`config.mk`:
```
export PLATFORM = sky130hd
export DESIGN_NAME = out_intf_result_collector
export DESIGN_NICKNAME = d
export VERILOG_FILES = /design/src/rtl/out_intf_result_collector.sv
export SDC_FILE = /design/constraint.sdc
export NUM_CORES = 1
export LEC_CHECK = 0
export ABC_AREA = 1
export CAP_MARGIN = 15
export CORE_MARGIN = 5
export CORE_UTILIZATION = 55
export DETAILED_ROUTE_END_ITERATION = 8
export GPL_ROUTABILITY_DRIVEN = 1
export GPL_TIMING_DRIVEN = 0
export PLACE_DENSITY = 0.76
export SLEW_MARGIN = 5
export SYNTH_ARGS = -nofsm -noshare
export SYNTH_HDL_FRONTEND = slang
export SYNTH_SLANG_ARGS = --single-unit
```
`constraint.sdc`:
```
create_clock -name clock -period 3.04 [get_ports clock]
set_input_delay 0.456 -clock clock [delete_from_list [all_inputs] [get_ports clock]]
set_output_delay 0.456 -clock clock [all_outputs]
set_load 0.01 [all_outputs]
```
`src/rtl/out_intf_result_collector.sv`:
```
// Result collector: buffers adder results {cout,sum} in a FWFT FIFO and
// reports a saturating per-frame total every FRAME_LEN accepted results.
// Optional macro OUT_INTF_PARITY_EN adds res_par (stored per entry).
module out_intf_result_collector #(
  parameter int unsigned DEPTH     = 8,
  parameter int unsigned ACC_W     = 12,
  parameter int unsigned FRAME_LEN = 16
) (
  input  logic                   clock,
  input  logic                   reset,
  input  logic                   clear,
  input  logic                   in_valid,
  output logic                   in_ready,
  input  logic                   cout,
  input  logic [3:0]             sum,
  output logic                   res_valid,
  input  logic                   res_ready,
  output logic [4:0]             res_data,
`ifdef OUT_INTF_PARITY_EN
  output logic                   res_par,
`endif
  output logic                   frm_valid,
  input  logic                   frm_ready,
  output logic [ACC_W-1:0]       frm_total,
  output logic                   frm_ovf,
  output logic [$clog2(DEPTH):0] fifo_level
);

  localparam int unsigned AW = $clog2(DEPTH);
  localparam int unsigned LW = AW + 1;
  localparam int unsigned CW = $clog2(FRAME_LEN + 1);
  localparam int unsigned SW = ACC_W + 1;
`ifdef OUT_INTF_PARITY_EN
  localparam int unsigned DW = 6;
`else
  localparam int unsigned DW = 5;
`endif

  typedef enum logic {
    ST_ACCUM  = 1'b0,
    ST_REPORT = 1'b1
  } state_t;

  state_t           r_state;
  state_t           w_state_next;
  logic [DW-1:0]    r_mem [DEPTH];
  logic [AW-1:0]    r_wr_ptr;
  logic [AW-1:0]    r_rd_ptr;
  logic [LW-1:0]    r_level;
  logic [LW-1:0]    w_level_next;
  logic [DW-1:0]    r_head;
  logic [DW-1:0]    w_head_next;
  logic [DW-1:0]    w_entry;
  logic             r_in_ready;
  logic             r_res_valid;
  logic             r_frm_valid;
  logic [ACC_W-1:0] r_acc;
  logic [ACC_W-1:0] w_acc_sat;
  logic [ACC_W-1:0] r_frm_total;
  logic             r_ovf;
  logic             r_frm_ovf;
  logic             w_acc_ovf;
  logic [SW-1:0]    w_acc_sum;
  logic [CW-1:0]    r_cnt;
  logic             w_push;
  logic             w_pop;
  logic             w_frame_done;

`ifdef OUT_INTF_PARITY_EN
  assign w_entry = {^{cout, sum}, cout, sum};
`else
  assign w_entry = {cout, sum};
`endif

  // Handshakes, saturating accumulate, occupancy and next FIFO head
  always_comb begin
    w_push       = in_valid & r_in_ready;
    w_pop        = r_res_valid & res_ready;
    w_acc_sum    = SW'(r_acc) + SW'({cout, sum});
    w_acc_ovf    = w_acc_sum[ACC_W];
    w_acc_sat    = w_acc_ovf ? '1 : w_acc_sum[ACC_W-1:0];
    w_frame_done = w_push & (r_cnt == CW'(FRAME_LEN - 1));
    w_level_next = r_level + LW'(w_push) - LW'(w_pop);
    w_head_next  = r_head;
    if (w_pop) begin
      // Head advances to the next stored entry, or to the word being pushed
      if (r_level > LW'(1)) begin
        w_head_next = r_mem[r_rd_ptr + AW'(1)];
      end else if (w_push) begin
        w_head_next = w_entry;
      end
    end else if ((r_level == '0) && w_push) begin
      w_head_next = w_entry;
    end
    if (clear) begin
      w_level_next = '0;
      w_head_next  = r_head;
    end
  end

  // FSM next state: leave ACCUM on the frame-closing push, return on handshake
  always_comb begin
    w_state_next = r_state;
    case (r_state)
      ST_ACCUM:  if (w_frame_done) w_state_next = ST_REPORT;
      ST_REPORT: if (r_frm_valid && frm_ready) w_state_next = ST_ACCUM;
      default:   w_state_next = ST_ACCUM;
    endcase
    if (clear) begin
      w_state_next = ST_ACCUM;
    end
  end

  // FSM state register
  always_ff @(posedge clock or negedge reset) begin
    if (!reset) begin
      r_state <= ST_ACCUM;
    end else begin
      r_state <= w_state_next;
    end
  end

  // FIFO storage, no reset needed: only read when the level says valid
  always_ff @(posedge clock) begin
    if (w_push && !clear) begin
      r_mem[r_wr_ptr] <= w_entry;
    end
  end

  // Pointers, registered flags, head, accumulator and frame summary
  always_ff @(posedge clock or negedge reset) begin
    if (!reset) begin
      r_wr_ptr    <= '0;
      r_rd_ptr    <= '0;
      r_level     <= '0;
      r_head      <= '0;
      r_in_ready  <= 1'b0;
      r_res_valid <= 1'b0;
      r_frm_valid <= 1'b0;
      r_acc       <= '0;
      r_ovf       <= 1'b0;
      r_cnt       <= '0;
      r_frm_total <= '0;
      r_frm_ovf   <= 1'b0;
    end else begin
      r_level     <= w_level_next;
      r_head      <= w_head_next;
      r_res_valid <= (w_level_next != '0);
      r_in_ready  <= (w_level_next < LW'(DEPTH)) && (w_state_next == ST_ACCUM);
      r_frm_valid <= (w_state_next == ST_REPORT);
      if (clear) begin
        r_wr_ptr <= '0;
        r_rd_ptr <= '0;
        r_acc    <= '0;
        r_ovf    <= 1'b0;
        r_cnt    <= '0;
      end else begin
        if (w_push) r_wr_ptr <= r_wr_ptr + AW'(1);
        if (w_pop)  r_rd_ptr <= r_rd_ptr + AW'(1);
        if (w_frame_done) begin
          r_frm_total <= w_acc_sat;
          r_frm_ovf   <= r_ovf | w_acc_ovf;
          r_acc       <= '0;
          r_ovf       <= 1'b0;
          r_cnt       <= '0;
        end else if (w_push) begin
          r_acc <= w_acc_sat;
          r_ovf <= r_ovf | w_acc_ovf;
          r_cnt <= r_cnt + CW'(1);
        end
      end
    end
  end

  assign in_ready   = r_in_ready;
  assign res_valid  = r_res_valid;
  assign res_data   = r_head[4:0];
`ifdef OUT_INTF_PARITY_EN
  assign res_par    = r_head[5];
`endif
  assign frm_valid  = r_frm_valid;
  assign frm_total  = r_frm_total;
  assign frm_ovf    = r_frm_ovf;
  assign fifo_level = r_level;

endmodule

```
Yosys cells after proc, flatten, opt, wreduce, memory -nomap -nowiden
Memory sizes are Yosys's and may differ from the RTL's. Cells that the tools add are included.

Magnitude comparators: 2. Bitwise operators: 7. $add $sub $neg: 6. Multiplexer cells: 25. Equal/unequal tests: 2. Reductions and logical operators: 13.

Operators with widths (count): 2-to-1 mux 12 bit (4); 2-to-1 mux 5 bit (7); adder 12 x 5 -> 13 bit (1); 2-to-1 mux 3 bit (4); 2-to-1 mux 1 bit (8); adder 3 x 1 -> 3 bit (second input constant) (2); nonzero test 2 bit (3); adder 5 x 1 -> 5 bit (second input constant) (1); == test 5 x 4 -> 1 bit (second input constant) (1); adder 4 x 1 -> 4 bit (1); greater-than comparator 4 x 1 -> 1 bit (second input constant) (1); logical AND 1 bit (4); zero test 4 bit (1); less-than comparator 4 bit (second input constant) (1); 2-to-1 mux 4 bit (1); nonzero test 4 bit (1); subtractor 4 x 1 -> 4 bit (1); AND 1 bit (3); inequality test 3 x 2 -> 1 bit (second input constant) (1); NOT 1 bit (3); AND reduction 3 bit (1); nonzero test 3 bit (1); one-hot mux 1 bit (2 select lines) (1); AND reduction 2 bit (1); 2 further kinds (2).

Flip-flop bits (word level): 49. Output and inout port bits: 25. Bits in writable memories: 40. Memories kept: 1.

Memories: r_mem (depth 8, bits a word 5, rd ports 1, clocked after memory_dff 0, wr ports 1, line 46) `logic [DW-1:0] r_mem [DEPTH];`.

Logic depth before layout (Yosys ltp)
Depth in word-level cells: 7. Depth in mapped cells: 13. Mapped depth without buffers: 13.

Worst setup path before layout
No wires, ideal clock.

Kind: input port to flip-flop. Start point: input res_ready. End point: register r_res_valid (netlist: res_valid). Cell stages on the path: 10. Setup time: 0.121 ns. Slack: 1.064 ns. Path buffers: 0. Required time: 2.919 ns. Arrival time: 1.854 ns. Cells stage by stage: nand2_1 > inv_1 > ha_1 > inv_1 > ha_1 > fa_1 > inv_1 > nor2_1 > nor3_1 > nand2_1.

Cells in the longest elaborated chain, start to end: 4.

Ends and longest elaborated chain: start: declaration (line 17) `input logic res_ready,`; AND 1 bit (line 78) `w_pop = r_res_valid & res_ready;`; subtractor 4 x 1 -> 4 bit (line 83) `w_level_next = r_level + LW'(w_push) - LW'(w_pop);`; 2-to-1 mux 4 bit (line 95) `if (clear) begin`; via w_level_next[1] (line 50) `logic [LW-1:0] w_level_next;`; nonzero test 4 bit (line 148) `r_res_valid <= (w_level_next != '0);`; end signal: assignment (line 148); end: declaration (line 55) `logic r_res_valid;`.

The timed path passes the listed nets, and every way through them passes these cells. A chain may end at the register's enable or synchronous reset.

Worst setup path in the final report
Start point: input sum[0]. End point: register r_frm_total[0] (netlist: frm_total[0]).

Cells in the longest elaborated chain, start to end: 2.

Ends and longest elaborated chain: start: declaration (line 15) `input logic [3:0] sum,`; adder 12 x 5 -> 13 bit (line 79) `w_acc_sum = SW'(r_acc) + SW'({cout, sum});`; 2-to-1 mux 12 bit (line 81) `w_acc_sat = w_acc_ovf ? '1 : w_acc_sum[ACC_W-1:0];`; end signal: assignment (line 161) `r_frm_total <= w_acc_sat;`; end: declaration (line 59) `logic [ACC_W-1:0] r_frm_total;`.

No other way between the ends.

==> results.md <==
* Status: complete, no violations
* Die Span Y at ~99 um
* Met1 Use GR at about 24%
* Starting Density at a little under three fifths
* Most frequent cells in the layout: nand2_1, nor2_1, inv_1, dfrtp_1, nand3_1
* R2r startpoint: r_acc[0]
* CTS H-tree lvls at 3
* Worst Setup End Kind: flop
* RSZ-0062 raised after global routing: no
* Fin. max-slew vios at 0
* Number of max-cap violations at 0
* Number of library cell types mapped by synthesis at 32
* # DRC at 0
* TritonCTS Sinks at 89
* TritonCTS clock tree: yes
* Reg clk slew, reported paths at ~0.090 ns
* Longest Clk Path Bufs at 2
* Setup TNS at 0 ns
* Largest net degree at the start of global routing at 39
* Req. time, crit path at 3.29 ns
* Core Area at ~7700 um^2
* Initial antenna violation count at 0
* Post-CTS Setup Bufs at 0
* Die Width at between 90 and 100 um
* Routability Congestion at approximately 0.9
* Routed vias at approximately 3400
* Slew HR at approximately 56%
* Post-route antenna net violation count at 0
* Routed WL at around 9000 um
* Final period util at roughly nine tenths
* Cells on worst reg2reg path at 11
* Avg WL per Cell at 14.1 um
* CP arrival at a little under 3 ns
* PwrDens at about 640 nW/um^2
* Crit. Startpoint: sum[0]
* First-pass GRT wire length at approximately 16000 um
* Post-synth net total at around 520
* Ports at 36
* Hold path startpoint: frm_total[2]
* CTS root buf: clkbuf_8
* Kind of critical path: input port to flop
* # setup viols final at 0
* Vias in the first global route at approximately 3400
* Hold Violations, Final at 0
* Hold Crit Depth at 2
* Vias per inst at between 5 and 6
* Tmin final at around 2.7 ns
* CP Max Fanout at 10
* Detailed placer's ending HPWL at roughly 6700 um
* Synth warn at 0
* Clock skew at 0.00642 ns
* Total gr overflow at 0
* HP Class: flop to flop
* Worst setup margin at between 0.3 and 0.4 ns
* Cts repair resizes at 0
* Commonest non-fill, non-tap cell in the layout: nand2_1
* Total leakage power at 2.34 nW
* Grt peak-use layer: met2
* WHS Endpoint: frm_total[2]
* Register area share after synthesis at 55.4%
* Tot Pwr at roughly 3.2 mW
* Nets at 572
* Fmax at approximately 370 MHz
* Total CTS buffers at 9
* Avg Cell Area, Syn at 8.79 um^2
* Mapped Cells at around 500
* Worst Tran Pin Value at approximately 0.65 ns
* Number of buffers added on ports at 35
* GR Util All Layers at about a fifth
* Met2 Use GR at ~34%
* Met3 GRT Util at ~3.2%
* Worst reg2reg setup slack at roughly 0.88 ns
* TritonRoute pass-1 iters at 5
* Post-Synthesis Cell Area at around 4400 um^2
* Share of cells above drive strength 1 at between 8 and 9%
* Die ar. at between 9000 and 10000 um^2
* Crit start category: input port
* Pre-CTS WS at 0.0308 ns
* Final-layout fill cell count at 630
* Hold_buf cts at 1
* Reg2reg end: frm_total[0]
* Number of DRC markers in iteration 0 at 168
* Diode count at 0
* # rows at 32
* Peak supply drop at approximately 0.23 mV
* Register bit count reported by yosys at 89
* Clk Latency, worst-skew pair at approximately 0.36 ns
* Area Growth Syn to Fin at 15.6%
[kinds of logic after synthesis]
kind of cell               count (synthesis)  share of synthesized area, %
buffers and inverters                     65                          6.23
adders and majority gates                 15                          4.63
AOI/OAI and AO/OA                         50                          6.03
xor gates and xnor gates                   3                         0.772
DFF                                       89                          55.4
and+or+nand+nor                          276                          26.9
[through the flow]
step	cells	utilization, %	hold slack [ns]	cell area [um^2]
2_1_floorplan	498	-	0.160	4380
3_3_place_gp	635	62.9	0.465	4860
3_5_place_dp	636	63.1	0.367	4870
4_1_cts	653	65.5	0.490	5060
5_1_grt	653	65.5	0.497	5060
6_report	653	65.5	0.484	5060
[registers in the layout, summed over array words and instances (netlist names)]
name,cells
r_ovf,1
frm_total,12
frm_valid,1
res_valid,1
fifo_level,4
r_cnt,5
r_acc,12
r_mem,40
r_wr_ptr,3
in_ready,1
r_rd_ptr,3
res_data,5
frm_ovf,1
[worst max path at each step]
| stage | to | slack [ns] | depth (start not counted) |
|---|---|---|---|
| after global routing | frm_total[9] | 0.23 | 12 |
| after detailed placement | frm_total[9] | 0.03 | 12 |
| after global placement | frm_total[0] | 0.06 | 12 |
| after CTS | frm_total[0] | 0.39 | 12 |
| after floorplan | res_valid | 1.06 | 10 |
| final | frm_total[0] | 0.36 | 12 |
[synthesized netlist by cell type, drive strengths merged]
library cell | number | area, um^2
nand2 | 137 | 527
nor2 | 82 | 323
inv | 54 | 203
dfrtp | 49 | 1230
nand3 | 48 | 270
edfxtp | 40 | 1200
o21ai | 33 | 169
a21oi | 14 | 70.1
ha | 13 | 163
buf | 6 | 51.3
clkbuf | 5 | 18.8
or2 | 4 | 25.0
nor3 | 3 | 20.0
fa | 2 | 40.0
xor2 | 2 | 17.5
a22o | 1 | 8.76
a32o | 1 | 10.0
nand3b | 1 | 7.51
nand4 | 1 | 6.26
o22ai | 1 | 6.26
xnor2 | 1 | 16.3
[worst max-delay path: stages]
cell and delay [ns]:
clkdlybuf4s50_1 0.64, ha_1 0.40, fa_1 0.44, nand2_1 0.11, nand3_1 0.11, nand2_2 0.10, nor2_1 0.05, nor2_2 0.16
buf_6 0.20, nand2_1 0.10, nand2_1 0.10, nand2_1 0.05
[final cells by class]
| class | count | area, um^2 | share of cell area [%] |
|---|---|---|---|
| Buffer | 11 | 70.1 | 1.38 |
| Timing Repair Buffer | 37 | 375 | 7.42 |
| Sequential cell | 89 | 2430 | 48.0 |
| Clock buffer | 9 | 124 | 2.45 |
| Tap cell | 102 | 128 | 2.52 |
| Inverter | 54 | 203 | 4.00 |
| Clock inverter | 7 | 55.1 | 1.09 |
| Multi-Input combinational cell | 344 | 1680 | 33.2 |
[routing by layer]
metal / vias up / share of wire (%)
li1: 1704 / -
met1: 1621 / 44
met2: 92 / 50
met3: 17 / 4.6
met4: 0 / 1.4
met5: - / 0
[power breakdown]
group	internal, mW	switching [mW]	leakage (nW)
sequential	1.37	0.0781	1.01
clock	0.301	0.449	0.0741
combinational	0.411	0.624	1.25
No activity file was read; power rests on OpenSTA's default activity.
